`src/rtl/rank_sched.sv`:
```
// rank_sched: orders the flits presented on four input ports into ranks 0..3
// for the output allocator. Ranks follow a rotating base order, and valid ports
// are packed into the lowest ranks.
// Optional feature macro: RANK_SCHED_STARVE_PROMOTE_EN. When it is defined, each
// port has a starvation counter, and the first starved valid port is promoted to
// rank 0.
module rank_sched #(
  parameter int unsigned STARVE_LIMIT = 8,
  parameter int unsigned CNT_W        = 4
) (
  input  logic        clk,
  input  logic        rst_n,
  input  logic [3:0]  valid_in,
  input  logic [3:0]  mc_in,
  input  logic [15:0] ppv_in,
  input  logic [3:0]  served_in,
  output logic [3:0]  rank_valid,
  output logic [7:0]  rank_port,
  output logic [3:0]  rank_mc,
  output logic [15:0] rank_ppv,
  output logic [2:0]  num_flit,
  output logic [3:0]  starve_flag
);

  logic [1:0]  rr_q, rr_d;
  logic [3:0]  rank_valid_q, rank_valid_d;
  logic [7:0]  rank_port_q, rank_port_d;
  logic [3:0]  rank_mc_q, rank_mc_d;
  logic [15:0] rank_ppv_q, rank_ppv_d;
  logic [2:0]  num_flit_q, num_flit_d;

  logic [3:0]  starve;
  logic        prom_hit;
  logic [1:0]  prom_port;
  logic [1:0]  p;
  logic [2:0]  n;
  logic [1:0]  slot_port [4];
  logic [3:0]  slot_ppv  [4];
  logic [3:0]  slot_vld, slot_mc;

  // Rank assembly: optional promotion to rank 0, then compaction in base order.
  always_comb begin
    rr_d      = (|valid_in) ? rr_q + 2'd1 : rr_q;
    prom_hit  = 1'b0;
    prom_port = '0;
    p         = '0;
    n         = '0;
    slot_vld  = '0;
    slot_mc   = '0;
    for (int k = 0; k < 4; k++) begin
      slot_port[k] = '0;
      slot_ppv[k]  = '0;
    end
`ifdef RANK_SCHED_STARVE_PROMOTE_EN
    for (int i = 0; i < 4; i++) begin
      p = rr_q + 2'(i);
      if (!prom_hit && valid_in[p] && starve[p]) begin
        prom_hit  = 1'b1;
        prom_port = p;
      end
    end
    if (prom_hit) begin
      slot_vld[0]  = 1'b1;
      slot_port[0] = prom_port;
      slot_mc[0]   = mc_in[prom_port];
      slot_ppv[0]  = ppv_in[{prom_port, 2'b00} +: 4];
      n            = 3'd1;
    end
`endif
    for (int i = 0; i < 4; i++) begin
      p = rr_q + 2'(i);
      if (valid_in[p] && !(prom_hit && (p == prom_port))) begin
        slot_vld[n[1:0]]  = 1'b1;
        slot_port[n[1:0]] = p;
        slot_mc[n[1:0]]   = mc_in[p];
        slot_ppv[n[1:0]]  = ppv_in[{p, 2'b00} +: 4];
        n                 = n + 3'd1;
      end
    end
    rank_valid_d = slot_vld;
    rank_mc_d    = slot_mc;
    num_flit_d   = n;
    rank_port_d  = '0;
    rank_ppv_d   = '0;
    for (int k = 0; k < 4; k++) begin
      rank_port_d[2*k +: 2] = slot_port[k];
      rank_ppv_d[4*k +: 4]  = slot_ppv[k];
    end
  end

  // Rotation pointer and registered rank outputs.
  always_ff @(posedge clk or negedge rst_n) begin
    if (!rst_n) begin
      rr_q         <= '0;
      rank_valid_q <= '0;
      rank_port_q  <= '0;
      rank_mc_q    <= '0;
      rank_ppv_q   <= '0;
      num_flit_q   <= '0;
    end else begin
      rr_q         <= rr_d;
      rank_valid_q <= rank_valid_d;
      rank_port_q  <= rank_port_d;
      rank_mc_q    <= rank_mc_d;
      rank_ppv_q   <= rank_ppv_d;
      num_flit_q   <= num_flit_d;
    end
  end

`ifdef RANK_SCHED_STARVE_PROMOTE_EN
  logic [CNT_W-1:0] cnt_q [4];
  logic [CNT_W-1:0] cnt_d [4];
  logic [3:0]       held;

  // Ports whose flit is currently on the rank outputs.
  always_comb begin
    held = '0;
    for (int k = 0; k < 4; k++) begin
      for (int q = 0; q < 4; q++) begin
        if (rank_valid_q[k] && (rank_port_q[2*k +: 2] == 2'(q))) held[q] = 1'b1;
      end
    end
  end

  // Starvation counters. An idle cycle (valid_in == 0) leaves the counters unchanged.
  always_comb begin
    for (int q = 0; q < 4; q++) begin
      starve[q] = (cnt_q[q] == CNT_W'(STARVE_LIMIT));
      cnt_d[q]  = cnt_q[q];
      if ((|valid_in) && held[q]) begin
        if (served_in[q])    cnt_d[q] = '0;
        else if (!starve[q]) cnt_d[q] = cnt_q[q] + CNT_W'(1);
      end
    end
  end

  // Counter state register.
  always_ff @(posedge clk or negedge rst_n) begin
    if (!rst_n) begin
      for (int q = 0; q < 4; q++) cnt_q[q] <= '0;
    end else begin
      for (int q = 0; q < 4; q++) cnt_q[q] <= cnt_d[q];
    end
  end
`else
  logic [3:0]  unused_served;
  logic [31:0] unused_cfg;
  assign unused_served = served_in;
  assign unused_cfg    = 32'(STARVE_LIMIT) + 32'(CNT_W);
  assign starve        = '0;
`endif

  assign starve_flag = starve;
  assign rank_valid  = rank_valid_q;
  assign rank_port   = rank_port_q;
  assign rank_mc     = rank_mc_q;
  assign rank_ppv    = rank_ppv_q;
  assign num_flit    = num_flit_q;

endmodule

```
`config.mk`:
```
export PLATFORM = sky130hd
export DESIGN_NAME = rank_sched
export DESIGN_NICKNAME = d
export VERILOG_FILES = /design/src/rtl/rank_sched.sv
export SDC_FILE = /design/constraint.sdc
export NUM_CORES = 1
export LEC_CHECK = 0
export ABC_AREA = 0
export ABC_CLOCK_PERIOD_IN_PS = 8000
export CAP_MARGIN = 0
export CELL_PAD_IN_SITES_DETAIL_PLACEMENT = 1
export CELL_PAD_IN_SITES_GLOBAL_PLACEMENT = 2
export CORE_MARGIN = 2
export CORE_UTILIZATION = 41
export DETAILED_ROUTE_END_ITERATION = 6
export DONT_BUFFER_PORTS = 1
export PLACE_DENSITY = 0.94
export SYNTH_ARGS = -nofsm -noshare
export SYNTH_HDL_FRONTEND = slang
export SYNTH_SLANG_ARGS = --single-unit
```
`constraint.sdc`:
```
create_clock -name clk -period 8 [get_ports clk]
set_input_delay 0.8 -clock clk [delete_from_list [all_inputs] [get_ports clk]]
set_output_delay 0.8 -clock clk [all_outputs]
set_load 0.02 [all_outputs]
```
# Word level (Yosys, flattened, before mapping)
# Cells that the tools add are included.
dict set report classes {
  magnitude_cmp 16
  n_mux 63
  n_reduce_logical 7
  n_bitwise 6
  n_shift 4
  add_sub_neg 6
}
# operator count
set ops {}
lappend ops {{16-bit by 5-bit variable part select with 4-bit output} 4}
lappend ops {{16-bit bitwise mux} 3}
lappend ops {{16-bit two-way mux} 3}
lappend ops {{4-bit two-way mux} 10}
lappend ops {{8-bit bitwise mux} 3}
lappend ops {{4-bit demux with 2-bit select} 3}
lappend ops {{8-bit two-way mux} 3}
lappend ops {{2-bit by 3-bit < comparator with 1-bit output, second input constant} 6}
lappend ops {{1-bit binary-select mux with 2-bit select} 8}
lappend ops {{1-bit two-way mux} 14}
lappend ops {{4-bit bitwise mux} 3}
lappend ops {{2-bit demux with 2-bit select} 3}
lappend ops {{2-bit two-way mux} 5}
lappend ops {{3-bit >= comparator, second input constant} 3}
lappend ops {{3-bit by 1-bit < comparator with 1-bit output, second input constant} 3}
lappend ops {{4-bit bitwise OR} 2}
lappend ops {{3-bit by 1-bit adder with 3-bit output, second input constant} 2}
lappend ops {{1-bit demux with 2-bit select} 3}
lappend ops {{1-bit logical AND} 6}
lappend ops {{3-bit two-way mux} 2}
lappend ops {{2-bit NOT with 3-bit output} 2}
lappend ops {{2-bit adder, second input constant} 2}
lappend ops {{2-bit by 1-bit >= comparator with 1-bit output, second input constant} 2}
lappend ops {{1-bit by 4-bit bitwise OR with 4-bit output} 1}
lappend ops {{other kinds (6)} 6}
dict set report totals {
  ff_bits 37
  in_bits 30
  elab_cells 108
}

# Depth between registers and ports, before layout
dict set report depth {
  word_depth 14
  mapped_depth 11
  ltp_nobuf 10
}

# Worst setup path after synthesis
# OpenSTA, ideal clock, no wires.
dict set report synth_timing {
  path_kind {input port to flip-flop}
  start {input port valid_in[0]}
  end {register rank_port_q[5], in the netlist rank_port[5]}
  path_stages 7
  n_path_buf 3
  slack_ns 4.797
  t_required_ns 7.876
  arrival_time_ns 3.079
  setup_ns 0.124
  path_cell_list {clkbuf_1 > mux4_2 > fa_1 > clkbuf_1 > or4b_1 > buf_2 > a211o_1}
}
# item line_no
set synth_lines {}
lappend synth_lines {{from (decl)} 13} ;# input logic [3:0] valid_in,
lappend synth_lines {{to (signal assigned)} 103} ;# rank_port_q <= rank_port_d;
lappend synth_lines {{to (decl)} 27} ;# logic [7:0] rank_port_q, rank_port_d;

==> metrics.log <==
[metrics] clock tree from TritonCTS: built
[metrics] prevailing post-synth register cell: sky130_fd_sc_hd__dfrtp_1
[metrics] Tightest Pin Transition: 1003 ps
[metrics] Total GRT Usage: 20.42%
[metrics] Worst R2R Path Depth: 8
[metrics] most common library cell in the layout ignoring fill and taps: sky130_fd_sc_hd__nand2_1
[metrics] result of the run: complete, no violations
[metrics] Hold WC Path Type: primary input to async pin
[metrics] WL/cell: 20.39 µm
[metrics] post-route fraction of the period consumed by the critical path: 48.64%
[metrics] Routability Congestion: 0.8102
[metrics] Leak Pwr: 1.223 nW
[metrics] Worst path max stage delay: 700 ps
[metrics] Rows: 29
[metrics] final worst clock skew: 15.38 ps
[metrics] vias per inst: 6.178
[metrics] wire length of the first global-routing pass: 11950 µm
[metrics] wirelength, routed: 7441 µm
[metrics] via count of the routed design: 2255
[metrics] Root Buffer Master: sky130_fd_sc_hd__clkbuf_8
[metrics] Crit path max-delay family: compound AO/OA/AOI/OAI gates
[metrics] die width: 86.13 µm
[metrics] fin. max-slew vios: 0
[metrics] total standard cell area after synthesis: 0.002765 mm²
[metrics] Final Net Count: 325
[metrics] Placed Cells incl. Taps: 357
[metrics] Area Overhead vs Synth: 2.217%
[metrics] Detailed Route Iter0 Violations: 184
[metrics] I/O pin total: 69
[metrics] number of hold-slack violations in the final timing report: 0
[metrics] sequence of cells on the critical path: buf_4 > mux4_2 > inv_1 > ha_1 > and2_1 > a22oi_2 > or4b_1 > a211o_1
[metrics] largest net degree at the start of global routing: 54
[metrics] RSZ-0062 raised after global routing: false
[metrics] master of the slowest instance on the critical path: sky130_fd_sc_hd__or4b_1
[metrics] GR Util met2: 29.53%
[metrics] number of warnings issued by yosys: 0
[metrics] initial standard-cell utilization of the core: 43.05%
[metrics] Post-Layout Cell Count: 365
[metrics] timing-limited maximum frequency: 257.0 MHz
[metrics] number of enable-type register cells in the synthesized netlist: 0
[metrics] sum of negative setup slack: 0 ps
[metrics] number of max-cap violations: 0
[metrics] y dimension of the die: 86.13 µm
[metrics] Post-route DRC: 0
[metrics] final number of setup-violating endpoints: 0
[metrics] total congestion overflow: 0
[metrics] number of instances in the synthesized netlist: 305
[metrics] antenna cells: 0
[metrics] crit path time final: 3891 ps
[metrics] Worst-Skew Late Latency: 300 ps
[metrics] proportion of synthesized chip area in sequential cells: 33.48%
[metrics] clock buffers created by TritonCTS: 5
[metrics] crit end category: flop
[metrics] number of flip-flops and latches in the synthesized netlist: 37
[metrics] residual antenna-violating net count after detailed routing: 0
[metrics] RR Endpoint: rank_port[5]
[metrics] die outline area: 0.007418 mm²
[metrics] data required time of the worst path: 8170 ps
[metrics] Buf+Inv Stages, Crit Path: 2
[metrics] sum of net half-perimeters after detailed placement: 5385 µm
[metrics] number of H-tree levels: 2
[metrics] nature of the critical path startpoint: flop
[metrics] clock input transition at the sequential cells of the worst setup and hold paths: 90 ps
[metrics] syn_area_per_cell: 9.066 µm²
[metrics] headroom to the max-slew limit: 32.88%
[metrics] number of antenna violations at the first check in global routing: 0
[metrics] r2r startpoint: rr_q[1]
[metrics] Max Fanout on Critical Path: 42
[metrics] worst reg-to-reg setup slack: 4110 ps
[metrics] I/O Buffers: 0
[metrics] global-route met3 utilization: 5.582%
[metrics] maximum vdd drop: 0.0002129 V
[metrics] power per cell area: 494.8 mW/mm²
[metrics] top library cells by usage in the layout, fill and taps aside: sky130_fd_sc_hd__nand2_1, sky130_fd_sc_hd__dfrtp_1, sky130_fd_sc_hd__mux2i_1
[metrics] area of the core: 0.006422 mm²
[metrics] count of unique library cells instantiated by Yosys: 48
[metrics] category of the critical setup timing path: flop to flop
[metrics] postcts setup bufs: 0
[metrics] number of cells upsized or downsized after cts: 0
[metrics] Longest Clk Path Bufs: 2
[metrics] number of global-route vias before repair: 2255
[metrics] Crit path arrival time: 4060 ps
[metrics] global routing met1 resource utilization: 30.10%
[metrics] clk sinks: 37
[metrics] First-pass DRT Iterations: 4
[metrics] CTS Hold Bufs: 0
[metrics] GRT Max-Usage Layer: met1
[metrics] Synth async-reset ratio: 100.0%
[metrics] share of layout cells above drive strength 1: 12.50%
## area by class of cell
type	count	area (µm²)
Clock buffer	6	72.57
Multi-Input combinational cell	233	1670
Inverter	7	26.28
Sequential cell	37	928.4
Fill cell	747	3596
Clock inverter	2	10.01
Timing Repair Buffer	3	22.52
Tap cell	77	96.34
## power breakdown
part / internal (mW) / total (mW) / switching (mW)
sequential: 0.272 / 0.395 / 0.123
clock: 0.0605 / 0.130 / 0.0699
combinational: 0.342 / 0.873 / 0.532
## synthesized netlist by cell type, types with 6 or more instances
master | number | area [µm²]
sky130_fd_sc_hd__nand2_1 | 41 | 153.9
sky130_fd_sc_hd__dfrtp_1 | 37 | 925.9
sky130_fd_sc_hd__mux2i_1 | 26 | 260.3
sky130_fd_sc_hd__nor2_1 | 21 | 78.83
sky130_fd_sc_hd__o21ai_0 | 15 | 75.07
sky130_fd_sc_hd__mux2_2 | 13 | 146.4
sky130_fd_sc_hd__a21oi_1 | 12 | 60.06
sky130_fd_sc_hd__buf_2 | 12 | 60.06
sky130_fd_sc_hd__clkbuf_1 | 12 | 45.04
sky130_fd_sc_hd__nand3_1 | 10 | 50.05
sky130_fd_sc_hd__a31oi_1 | 7 | 43.79
sky130_fd_sc_hd__ha_1 | 7 | 87.58
sky130_fd_sc_hd__buf_4 | 6 | 45.04
sky130_fd_sc_hd__inv_1 | 6 | 22.52
sky130_fd_sc_hd__mux4_2 | 6 | 135.1
sky130_fd_sc_hd__nor3b_1 | 6 | 45.04
sky130_fd_sc_hd__o22ai_1 | 6 | 37.54
## worst max path at each step
stage                      from            to  slack, ps  depth (start not counted)
floorplan           valid_in[0]  rank_port[5]       4800                          7
global placement        rr_q[1]  rank_port[5]       4250                          8
detailed placement      rr_q[1]  rank_port[5]       4180                          8
CTS                     rr_q[1]  rank_port[5]       4160                          8
global route            rr_q[1]  rank_port[5]       3860                          8
finish                  rr_q[1]  rank_port[5]       4110                          8
## kinds of logic after synthesis
kind of cell | after synthesis | synth area share [%]
simple gates | 100 | 17.29
compound gates | 72 | 17.83
mux | 45 | 19.59
buf+inv | 38 | 6.515
flops | 37 | 33.48
fa+ha+maj | 8 | 3.891
xor+xnor | 4 | 1.267
other cells | 1 | 0.1356
## through the flow
| step | cell area, µm² | hold slack, ps | total power, mW | util [%] | setup WS, ps |
|---|---|---|---|---|---|
| 5_1_grt | 2826 | 177.3 | 1.515 | 44.01 | 3864 |
| 3_3_place_gp | 2744 | 505.1 | 1.230 | 42.72 | 4250 |
| 4_1_cts | 2826 | 186.6 | 1.398 | 44.01 | 4155 |
| 2_1_floorplan | 2776 | 504.4 | 1.089 | - | 4797 |
| 6_report | 2826 | 185.3 | 1.399 | 44.01 | 4109 |
| 3_5_place_dp | 2744 | 505.1 | 1.267 | 42.72 | 4181 |
## layer usage
layer,share of wire (%),wire [µm],vias up
li1,-,-,1065
met1,47,3486,1097
met2,44,3277,87
met3,8.2,612,6
met4,0.87,65,0
met5,0,0,-
## state kept, by name, summed over array words and instances (netlist names)
signal / cells
rank_ppv: 16
rank_port: 8
rank_mc: 4
rank_valid: 4
num_flit: 3
rr_q: 2
Note: power is estimated with default switching activity, not from simulation.
